<file path="config.mk">
export PLATFORM = sky130hd
export DESIGN_NAME = sd_cmd_seq
export DESIGN_NICKNAME = d
export VERILOG_FILES = /design/src/rtl/sd_cmd_seq.sv
export SDC_FILE = /design/constraint.sdc
export NUM_CORES = 1
export LEC_CHECK = 0
export BUFFER_PORTS_ARGS = -buffer_cell sky130_fd_sc_hd__buf_4
export CORE_ASPECT_RATIO = 0.7
export CORE_UTILIZATION = 40
export DETAILED_ROUTE_END_ITERATION = 7
export SETUP_SLACK_MARGIN = 0.3
export SLEW_MARGIN = 20
export SYNTH_ARGS = -nofsm -noshare
export SYNTH_HDL_FRONTEND = slang
export SYNTH_SLANG_ARGS = --single-unit
</file>
<file path="constraint.sdc">
create_clock -name i_clock -period 2.45 [get_ports i_clock]
set_input_delay 0.49 -clock i_clock [delete_from_list [all_inputs] [get_ports i_clock]]
set_output_delay 0.49 -clock i_clock [all_outputs]
set_load 0.01 [all_outputs]
</file>
<file path="src/rtl/sd_cmd_seq.sv">
// sd_cmd_seq -- SD command sequencer.
//
// Sends one SD command frame through a register-mapped SD line peripheral and,
// unless the command is flagged no-response, bit-bangs the 48-bit response back
// in by toggling the peripheral clock and sampling the cmd line.
//
// Configuration macro: SD_CMD_SEQ_CRC_EN
//   defined   -> the last frame byte carries a real CRC-7 over bytes 0..4
//   undefined -> the CRC field is zero (last byte 8'h01) and no CRC logic exists
//
// Ports
//   i_clock, i_reset           clock, synchronous active-high reset
//   CPU slave port             i_request, i_rw (1=write), i_address[1:0],
//                              i_wdata[31:0], o_rdata[31:0], o_ready
//     write addr0 = argument, addr1 = start {[6]=no_resp, [5:0]=cmd index}
//     read  addr0 = status {end_err, done, timeout, busy}, addr1 = resp[39:8],
//           addr2 = resp[47:40], addr3 = resp[7:0]
//   SD master port             o_sd_request, o_sd_rw, o_sd_address[1:0],
//                              o_sd_wdata[31:0], i_sd_rdata[31:0], i_sd_ready
`timescale 1ns/1ps
module sd_cmd_seq (
   input  logic        i_clock,
   input  logic        i_reset,
   input  logic        i_request,
   input  logic        i_rw,
   input  logic [1:0]  i_address,
   input  logic [31:0] i_wdata,
   output logic [31:0] o_rdata,
   output logic        o_ready,
   output logic        o_sd_request,
   output logic        o_sd_rw,
   output logic [1:0]  o_sd_address,
   output logic [31:0] o_sd_wdata,
   input  logic [31:0] i_sd_rdata,
   input  logic        i_sd_ready
);

   typedef enum logic [2:0] {
      S_IDLE,
      S_SEND,
      S_RX_DIR,
      S_RX_LO,
      S_RX_SAMPLE,
      S_RX_HI,
      S_DONE
   } state_t;

   state_t      state;
   logic        releasing;
   logic [31:0] arg;
   logic [5:0]  cmd_index;
   logic        no_resp;
   logic        busy;
   logic        done;
   logic        timeout;
   logic        end_err;
   logic [47:0] resp;
   logic [47:0] rx_shift;
   logic [2:0]  byte_cnt;
   logic [6:0]  search_cnt;
   logic [5:0]  bit_cnt;
   logic        started;
   logic        sample_bit;
   logic        rx_tmo;
   logic        rx_last;
   logic [6:0]  crc7;
   logic [7:0]  frame_byte;
   logic        issue_rw;
   logic [1:0]  issue_addr;
   logic [31:0] issue_wdata;
   logic        cpu_access;
   logic        unused_sd_rdata;

   // Only the cmd line bit of the peripheral read data matters here.
   assign unused_sd_rdata = ^{i_sd_rdata[31:4], i_sd_rdata[2:0]};

`ifdef SD_CMD_SEQ_CRC_EN
   // CRC-7 (x^7 + x^3 + 1, init 0) over the 40 bits of bytes 0..4, MSB first.
   // Index and argument are frozen while busy, so the value is settled long
   // before the last byte is issued.
   function automatic logic [6:0] crc7_calc(input logic [39:0] data);
      logic [6:0] c;
      logic       fb;
      c = 7'h00;
      for (int i = 39; i >= 0; i--) begin
         fb = data[i] ^ c[6];
         c  = {c[5:0], 1'b0};
         if (fb) c = c ^ 7'h09;
      end
      return c;
   endfunction

   assign crc7 = crc7_calc({2'b01, cmd_index, arg});
`else
   assign crc7 = 7'h00;
`endif

   // Byte of the command frame selected by the send counter.
   always_comb begin
      frame_byte = {crc7, 1'b1};
      case (byte_cnt)
         3'd0:    frame_byte = {2'b01, cmd_index};
         3'd1:    frame_byte = arg[31:24];
         3'd2:    frame_byte = arg[23:16];
         3'd3:    frame_byte = arg[15:8];
         3'd4:    frame_byte = arg[7:0];
         default: frame_byte = {crc7, 1'b1};
      endcase
   end

   // Peripheral access that the current state wants to make.
   always_comb begin
      issue_rw    = 1'b0;
      issue_addr  = 2'd0;
      issue_wdata = 32'h0;
      case (state)
         S_SEND: begin
            issue_rw    = 1'b1;
            issue_addr  = 2'd1;
            issue_wdata = {24'h0, frame_byte};
         end
         S_RX_DIR: begin
            issue_rw    = 1'b1;
            issue_wdata = 32'h0000_0200;
         end
         S_RX_LO: begin
            issue_rw    = 1'b1;
            issue_wdata = 32'h0000_0100;
         end
         S_RX_HI: begin
            issue_rw    = 1'b1;
            issue_wdata = 32'h0000_0101;
         end
         default: begin
            issue_rw    = 1'b0;
            issue_wdata = 32'h0;
         end
      endcase
   end

   // A CPU access is acted on once, in the cycle its request is first seen.
   assign cpu_access = i_request & ~o_ready;

   // Sequencer, peripheral handshake and CPU register file.
   // Each peripheral transaction runs in two phases: issue (request held until
   // ready rises, data latched) and release (request low until ready falls).
   // A new request is only raised while ready is low, so a peripheral still
   // finishing an earlier transaction (e.g. after a reset) is never confused.
   // The CPU section sits last so a start accepted during DONE wins over the
   // DONE -> IDLE transition.
   always_ff @(posedge i_clock) begin
      if (i_reset) begin
         state        <= S_IDLE;
         releasing    <= 1'b0;
         arg          <= 32'h0;
         cmd_index    <= 6'h0;
         no_resp      <= 1'b0;
         busy         <= 1'b0;
         done         <= 1'b0;
         timeout      <= 1'b0;
         end_err      <= 1'b0;
         resp         <= 48'h0;
         rx_shift     <= 48'h0;
         byte_cnt     <= 3'd0;
         search_cnt   <= 7'd0;
         bit_cnt      <= 6'd0;
         started      <= 1'b0;
         sample_bit   <= 1'b0;
         rx_tmo       <= 1'b0;
         rx_last      <= 1'b0;
         o_rdata      <= 32'h0;
         o_ready      <= 1'b0;
         o_sd_request <= 1'b0;
         o_sd_rw      <= 1'b0;
         o_sd_address <= 2'd0;
         o_sd_wdata   <= 32'h0;
      end else begin
         o_ready <= i_request;

         case (state)
            S_IDLE: ;
            S_DONE: state <= S_IDLE;
            default: begin
               if (!releasing) begin
                  if (!o_sd_request) begin
                     if (!i_sd_ready) begin
                        o_sd_request <= 1'b1;
                        o_sd_rw      <= issue_rw;
                        o_sd_address <= issue_addr;
                        o_sd_wdata   <= issue_wdata;
                     end
                  end else if (i_sd_ready) begin
                     o_sd_request <= 1'b0;
                     releasing    <= 1'b1;
                     if (state == S_RX_SAMPLE) sample_bit <= i_sd_rdata[3];
                  end
               end else if (!i_sd_ready) begin
                  releasing <= 1'b0;
                  case (state)
                     S_SEND: begin
                        if (byte_cnt == 3'd5) begin
                           byte_cnt <= 3'd0;
                           if (no_resp) begin
                              busy  <= 1'b0;
                              done  <= 1'b1;
                              state <= S_DONE;
                           end else begin
                              state <= S_RX_DIR;
                           end
                        end else begin
                           byte_cnt <= byte_cnt + 3'd1;
                        end
                     end
                     S_RX_DIR: state <= S_RX_LO;
                     S_RX_LO:  state <= S_RX_SAMPLE;
                     S_RX_SAMPLE: begin
                        state <= S_RX_HI;
                        if (started) begin
                           rx_shift <= {rx_shift[46:0], sample_bit};
                           bit_cnt  <= bit_cnt + 6'd1;
                           if (bit_cnt == 6'd47) rx_last <= 1'b1;
                        end else if (!sample_bit) begin
                           started  <= 1'b1;
                           rx_shift <= {rx_shift[46:0], 1'b0};
                           bit_cnt  <= 6'd1;
                        end else begin
                           search_cnt <= search_cnt + 7'd1;
                           if (search_cnt == 7'd63) rx_tmo <= 1'b1;
                        end
                     end
                     S_RX_HI: begin
                        if (rx_tmo) begin
                           timeout <= 1'b1;
                           busy    <= 1'b0;
                           done    <= 1'b1;
                           state   <= S_DONE;
                        end else if (rx_last) begin
                           resp    <= rx_shift;
                           end_err <= ~rx_shift[0];
                           busy    <= 1'b0;
                           done    <= 1'b1;
                           state   <= S_DONE;
                        end else begin
                           state <= S_RX_LO;
                        end
                     end
                     default: ;
                  endcase
               end
            end
         endcase

         if (cpu_access) begin
            if (i_rw) begin
               if (!busy) begin
                  case (i_address)
                     2'd0: arg <= i_wdata;
                     2'd1: begin
                        cmd_index  <= i_wdata[5:0];
                        no_resp    <= i_wdata[6];
                        busy       <= 1'b1;
                        done       <= 1'b0;
                        timeout    <= 1'b0;
                        end_err    <= 1'b0;
                        state      <= S_SEND;
                        releasing  <= 1'b0;
                        byte_cnt   <= 3'd0;
                        search_cnt <= 7'd0;
                        bit_cnt    <= 6'd0;
                        started    <= 1'b0;
                        rx_tmo     <= 1'b0;
                        rx_last    <= 1'b0;
                        rx_shift   <= 48'h0;
                     end
                     default: ;
                  endcase
               end
            end else begin
               case (i_address)
                  2'd0:    o_rdata <= {28'h0, end_err, done, timeout, busy};
                  2'd1:    o_rdata <= resp[39:8];
                  2'd2:    o_rdata <= {24'h0, resp[47:40]};
                  default: o_rdata <= {24'h0, resp[7:0]};
               endcase
            end
         end
      end
   end

endmodule
</file>
; ---- Yosys cells after proc, flatten, opt, wreduce, memory -nomap -nowiden
; Cells that the tools add are included.
[totals]
ff_bits = 232
out_inout_bits = 69
word_cells = 203
[op_classes]
n_eq_ne = 15
mux = 139
bitwise_logic = 10
n_addsub = 3
reduce_logical = 12
[op_table]
columns = operator, n
row1 = $mux 48, 10
row2 = $pmux 32 s3, 1
row3 = $mux 1, 83
row4 = $mux 7, 10
row5 = $mux 6, 10
row6 = $mux 3, 19
row7 = $pmux 10 s4, 1
row8 = $pmux 8 s5, 1
row9 = $eq 3x3->1 const B, 5
row10 = $pmux 3 s5, 1
row11 = $eq 3x2->1 const B, 4
row12 = $reduce_and 4->1, 3
row13 = $not 1->1, 9
row14 = $add 7x1->7 const B, 1
row15 = $eq 7x6->1 const B, 1
row16 = $add 6x1->6 const B, 1
row17 = $eq 3x1->1 const B, 2
row18 = $eq 6x6->1 const B, 1
row19 = $logic_not 3->1, 2
row20 = $pmux 3 s2, 1
row21 = $reduce_and 6->1, 1
row22 = $reduce_and 5->1, 1
row23 = $pmux 1 s2, 2
row24 = $reduce_and 2->1, 2
row25 = other kinds (7), 7

; ---- Longest topological paths before layout
[logic_depth]
depth_word = 12
depth_mapped = 8
depth_no_buf = 5

; ---- Least setup slack after synthesis
; No wires, ideal clock.
[synth_timing]
path_kind = register to register
start = reg byte_cnt[1]
end = reg o_sd_wdata[0]
slack_ns = 0.688
t_arrival_ns = 1.644
stages_incl_launch_ff = 9
period_less_slack_ns = 1.762
setup_ns = 0.118
required_ns = 2.332
path_cell_list = dfxtp_1 > buf_2 > clkbuf_1 > and2_1 > ha_1 > buf_1 > a221o_1 > a21oi_1 > o2bb2ai_1
[synth_via]
elab_chain_len = 3
word_cells_on_any_way = 7
classes_between = 4 x eq/ne / 2 x mux / 1 x reduce/logical
[synth_lines]
columns = item, line_no
row1 = "start, declared", 59  ; logic [2:0] byte_cnt;
row2 = "start signal, assigned", 211  ; byte_cnt <= byte_cnt + 3'd1;
row3 = "$eq 3x3->1, or another cell as far along", 101  ; case (byte_cnt)
row4 = $pmux 8 s5 *, 101
row5 = $pmux 10 s4 *, 116  ; case (state)
row6 = "end signal, assigned", 190  ; o_sd_wdata <= issue_wdata;
row7 = "end, declared", 33  ; output logic [31:0] o_sd_wdata,
; Mark *: on every way between the ends. The rest lies on a longest branch, timed or not.
; A chain may end at the register's enable or synchronous reset.

; ---- Final worst setup path
[layout_timing]
start = reg state[2]
end = reg resp[36]
[layout_via]
elab_chain_len = 4
word_cells_on_any_way = 6
classes_between = 2 x eq/ne / 1 x bitwise / 3 x reduce/logical
[layout_lines]
columns = item, line_no
row1 = "start, declared", 48  ; state_t state;
row2 = "start signal, assigned", 153  ; state <= S_IDLE;
row3 = "start signal, assigned", 182  ; S_DONE: state <= S_IDLE;
row4 = "start signal, assigned", 206  ; state <= S_DONE;
row5 = $eq 3x3->1 / $logic_not 3->1 (equally long branches), 180  ; case (state)
row6 = $reduce_or 2->1 (no source line), n/a
row7 = $not 1->1 (no source line), n/a
row8 = $reduce_and 6->1 (no source line) *, n/a
row9 = "end signal, assigned", 238  ; resp <= rx_shift;
row10 = "end, declared", 57  ; logic [47:0] resp;
; Marks and branches as above.

==> summary.txt <==
Synthesis
  – Yosys reg bits: 209
  – Most numerous cell in the Yosys netlist: nand2_1
  – Mapped Area: 8430 um2
  – Sequential-to-total area share from yosys stat: 49.6%
  – Async SR Flop Fraction: 0%
  – Commonest cells post-synth: 285 x nand2_1, 209 x dfxtp_1, 164 x a21oi_1
  – Post-synth top area share: slightly below 50%
  – Post-synth EDFFs: 0
  – Area contributors post-synth: dfxtp_1 50%, nand2_1 13%, a21oi_1 9.7%
  – Synth warn: 0
  – Cell taking the most area after synthesis: dfxtp_1
  – Avg Cell Area, Syn: just over 8 um2
  – Post-Synthesis Cells: just over 1000
  – Distinct cells, synth: 63
  – Top_reg_cell synth: dfxtp_1

Cells and area
  – Antenna diodes: 0
  – Fin util: 48.0%
  – FF/Latch Area: 4180 um2
  – Share of layout cells above drive strength 1: 17.0%
  – Fill cells: between 2000 and 2500
  – Final nets: 1144
  – Multi-input gate area in the final layout: 3790 um2
  – Post-Layout Cell Count: between 1000 and 1500
  – Area added between synthesis and finish: 17.7%
  – Final Cell Area: 9930 um2

Routing
  – Residual DRC: 0
  – TritonRoute pass-1 iters: 5
  – Routed WL: 19400 um
  – Routed len/inst: 14.3 um
  – Final ANT Viol Nets: 0
  – Via density: about 5
  – Via Count: 6925
  – DR iter-0 viols: 536

Die
  – Die area: 21700 um2
  – Area of the core: 20700 um2
  – Starting Density: roughly two fifths
  – Chip Height: 123 um
  – Die Wd: between 150 and 200 um
  – FP Rows: 44
  – Io pins: 140

Worst hold path
  – Hold Crit Depth: 3
  – Worst hold path endpoint: arg[27]
  – Hold Crit Start: i_wdata[27]
  – Hold Crit Class: in -> reg

Critical path
  – Worst-path maximum fanout: 49
  – Largest stage delay on the critical path: 0.69 ns
  – CP Class: reg -> reg
  – Register-to-register setup slack: 0.49 ns
  – Origin of the critical flop-to-flop path: state[2]
  – Crit-path cells: nand2b_4, or4b_2, buf_12, nand2_1, a21oi_1
  – CP endpoint kind: register
  – Critical path's slowest cell: or4b_2
  – CP startpoint kind: register
  – Reg2Reg Capture Point: resp[36]
  – Worst r2r path cells: 5
  – Worst path arrival time: 2.30 ns
  – Worst EP required: 2.80 ns

Placed design
  – Hpwl dp: 12300 um
  – RePlAce Congestion: 0.764
  – Placed Area: 9210 um2
  – Dpl cells: about 1300
  – Port Buffer Count: 85

Global routing
  – Number of global-route vias before repair: 6137
  – Total gr overflow: 0
  – GRT Resource Usage Total: between 10% and 20%
  – Wire length of the first global-routing pass: approximately 32000 um
  – Largest net degree at the start of global routing: around 70
  – Antenna violations before repair: 0

Timing
  – Worst slew pin tran: 0.909 ns
  – Unrepaired setup endpoints after global routing: no
  – Worst slew margin: 39.4%
  – Final period utilization: 79.9%
  – Setup TNS: 0 ns
  – Max Clk Rate: 511 MHz
  – Hold Violations, Final: 0
  – # setup viols final: 0
  – Tmin final: a little under 2 ns
  – Hold WS: 0.235 ns
  – Final Skew: 0.0146 ns
  – Slew Limit Fails: 0

Clocking
  – Sink Count: 209
  – CTS Buffer Depth: 3
  – Num CTS Buffers: 21
  – Clock Latency Late Sink: 0.50 ns
  – CTS tree: yes
  – Reg clk slew, reported paths: 0.06 ns
  – CTS resizes: 0
  – Post-CTS Repair Setup Buffers: 0
  – Root Driver: clkbuf_16
  – Hold buffer count at cts: 0
  – H-tree Lvls: 1

Pwr
  – Pleak: 3.48 nW
  – Power Density: about 700 nW/um2
  – Maximum vdd drop: 382 uV

Status
  – Status: complete, no violations

Job
  – Total of max-cap violations: 0
[cell families after synthesis]
logic type,Yosys count,share of synthesized area (%)
other,1,0.0445
DFF,209,49.6
buffers and inverters,107,6.62
and+or+nand+nor,434,22.9
xor gates and xnor gates,6,0.623
AOI/OAI and AO/OA,233,16.4
adders and majority gates,3,0.445
muxes,23,3.38
[report_power, final]
part | internal, mW | switching (mW)
clock network | 1.95 | 1.30
logic | 0.0885 | 0.167
registers | 3.42 | 0.0110
total | 5.46 | 1.48
[state kept, by name (all words and copies together) (netlist names), 3 cells and up]
register and flops:
state 3, o_rdata 32, resp 48, search_cnt 7
rx_shift 48, cmd_index 6, arg 32, o_sd_wdata 10
byte_cnt 3, bit_cnt 6
[layout make-up]
cell class	count	area share (%)
flip-flops and latches	209	42.1
well taps	276	3.48
inverters	7	0.265
repair buffers	109	8.75
clock inverters	5	0.567
clock buffers	32	6.62
multi-input cells	722	38.2
[layer usage]
metal	global-route usage [%]	vias to the layer above	share of wire, %
met5	0	-	0
met1	27.2	3231	52
li1	-	3516	-
met4	4.13	0	1.6
met3	2.95	23	5.1
met2	25.9	155	41
[critical path, delay by kind of cell (launching register included)]
kind	cells	cell delay, ns
AND/OR/NAND/NOR	3	0.91
flip-flops	1	0.58
buffers and inverters	1	0.23
AO/OA/AOI/OAI	1	0.06
[stage by stage]
stage          worst slack (ns)  total power [mW]
4_1_cts                   0.486              7.01
6_report                  0.493              6.94
3_3_place_gp              0.397              3.76
5_1_grt                   0.384              7.18
3_5_place_dp              0.391              3.76
2_1_floorplan             0.688              3.67
[layout by cell type (no fill, tap or decap), drive strengths merged, types with 3 or more instances in the layout]
cell     synthesis  layout
a211oi           3       3
a21oi          174     174
a221oi           5       5
a222oi           6       6
a31oi            4       4
buf             53     109
clkbuf          47      32
conb             1      23
dfxtp          209     209
ha               3       3
inv              7       8
mux2             4       4
mux2i           15      15
mux4             4       4
nand2          295     295
nand2b           7       7
nand3           34      34
nand3b           5       5
nand4            3       3
nor2            39      39
nor2b           10      10
nor3            15      15
nor3b            4       4
nor4             3       3
o21ai            8       8
o2bb2ai         13      13
or3              5       5
xnor2            3       3
xor2             3       3
[how the worst max path moves through the flow]
| stage | startpoint | to | cells after the start |
|---|---|---|---|
| 2_1_floorplan | byte_cnt[1] | o_sd_wdata[0] | 8 |
| 3_3_place_gp | i_sd_ready | resp[31] | 6 |
| 3_5_place_dp | i_sd_ready | resp[36] | 6 |
| 4_1_cts | state[2] | resp[36] | 5 |
| 5_1_grt | state[2] | o_sd_wdata[4] | 4 |
| 6_report | state[2] | resp[36] | 5 |
Note: power is estimated with default switching activity, not from simulation.
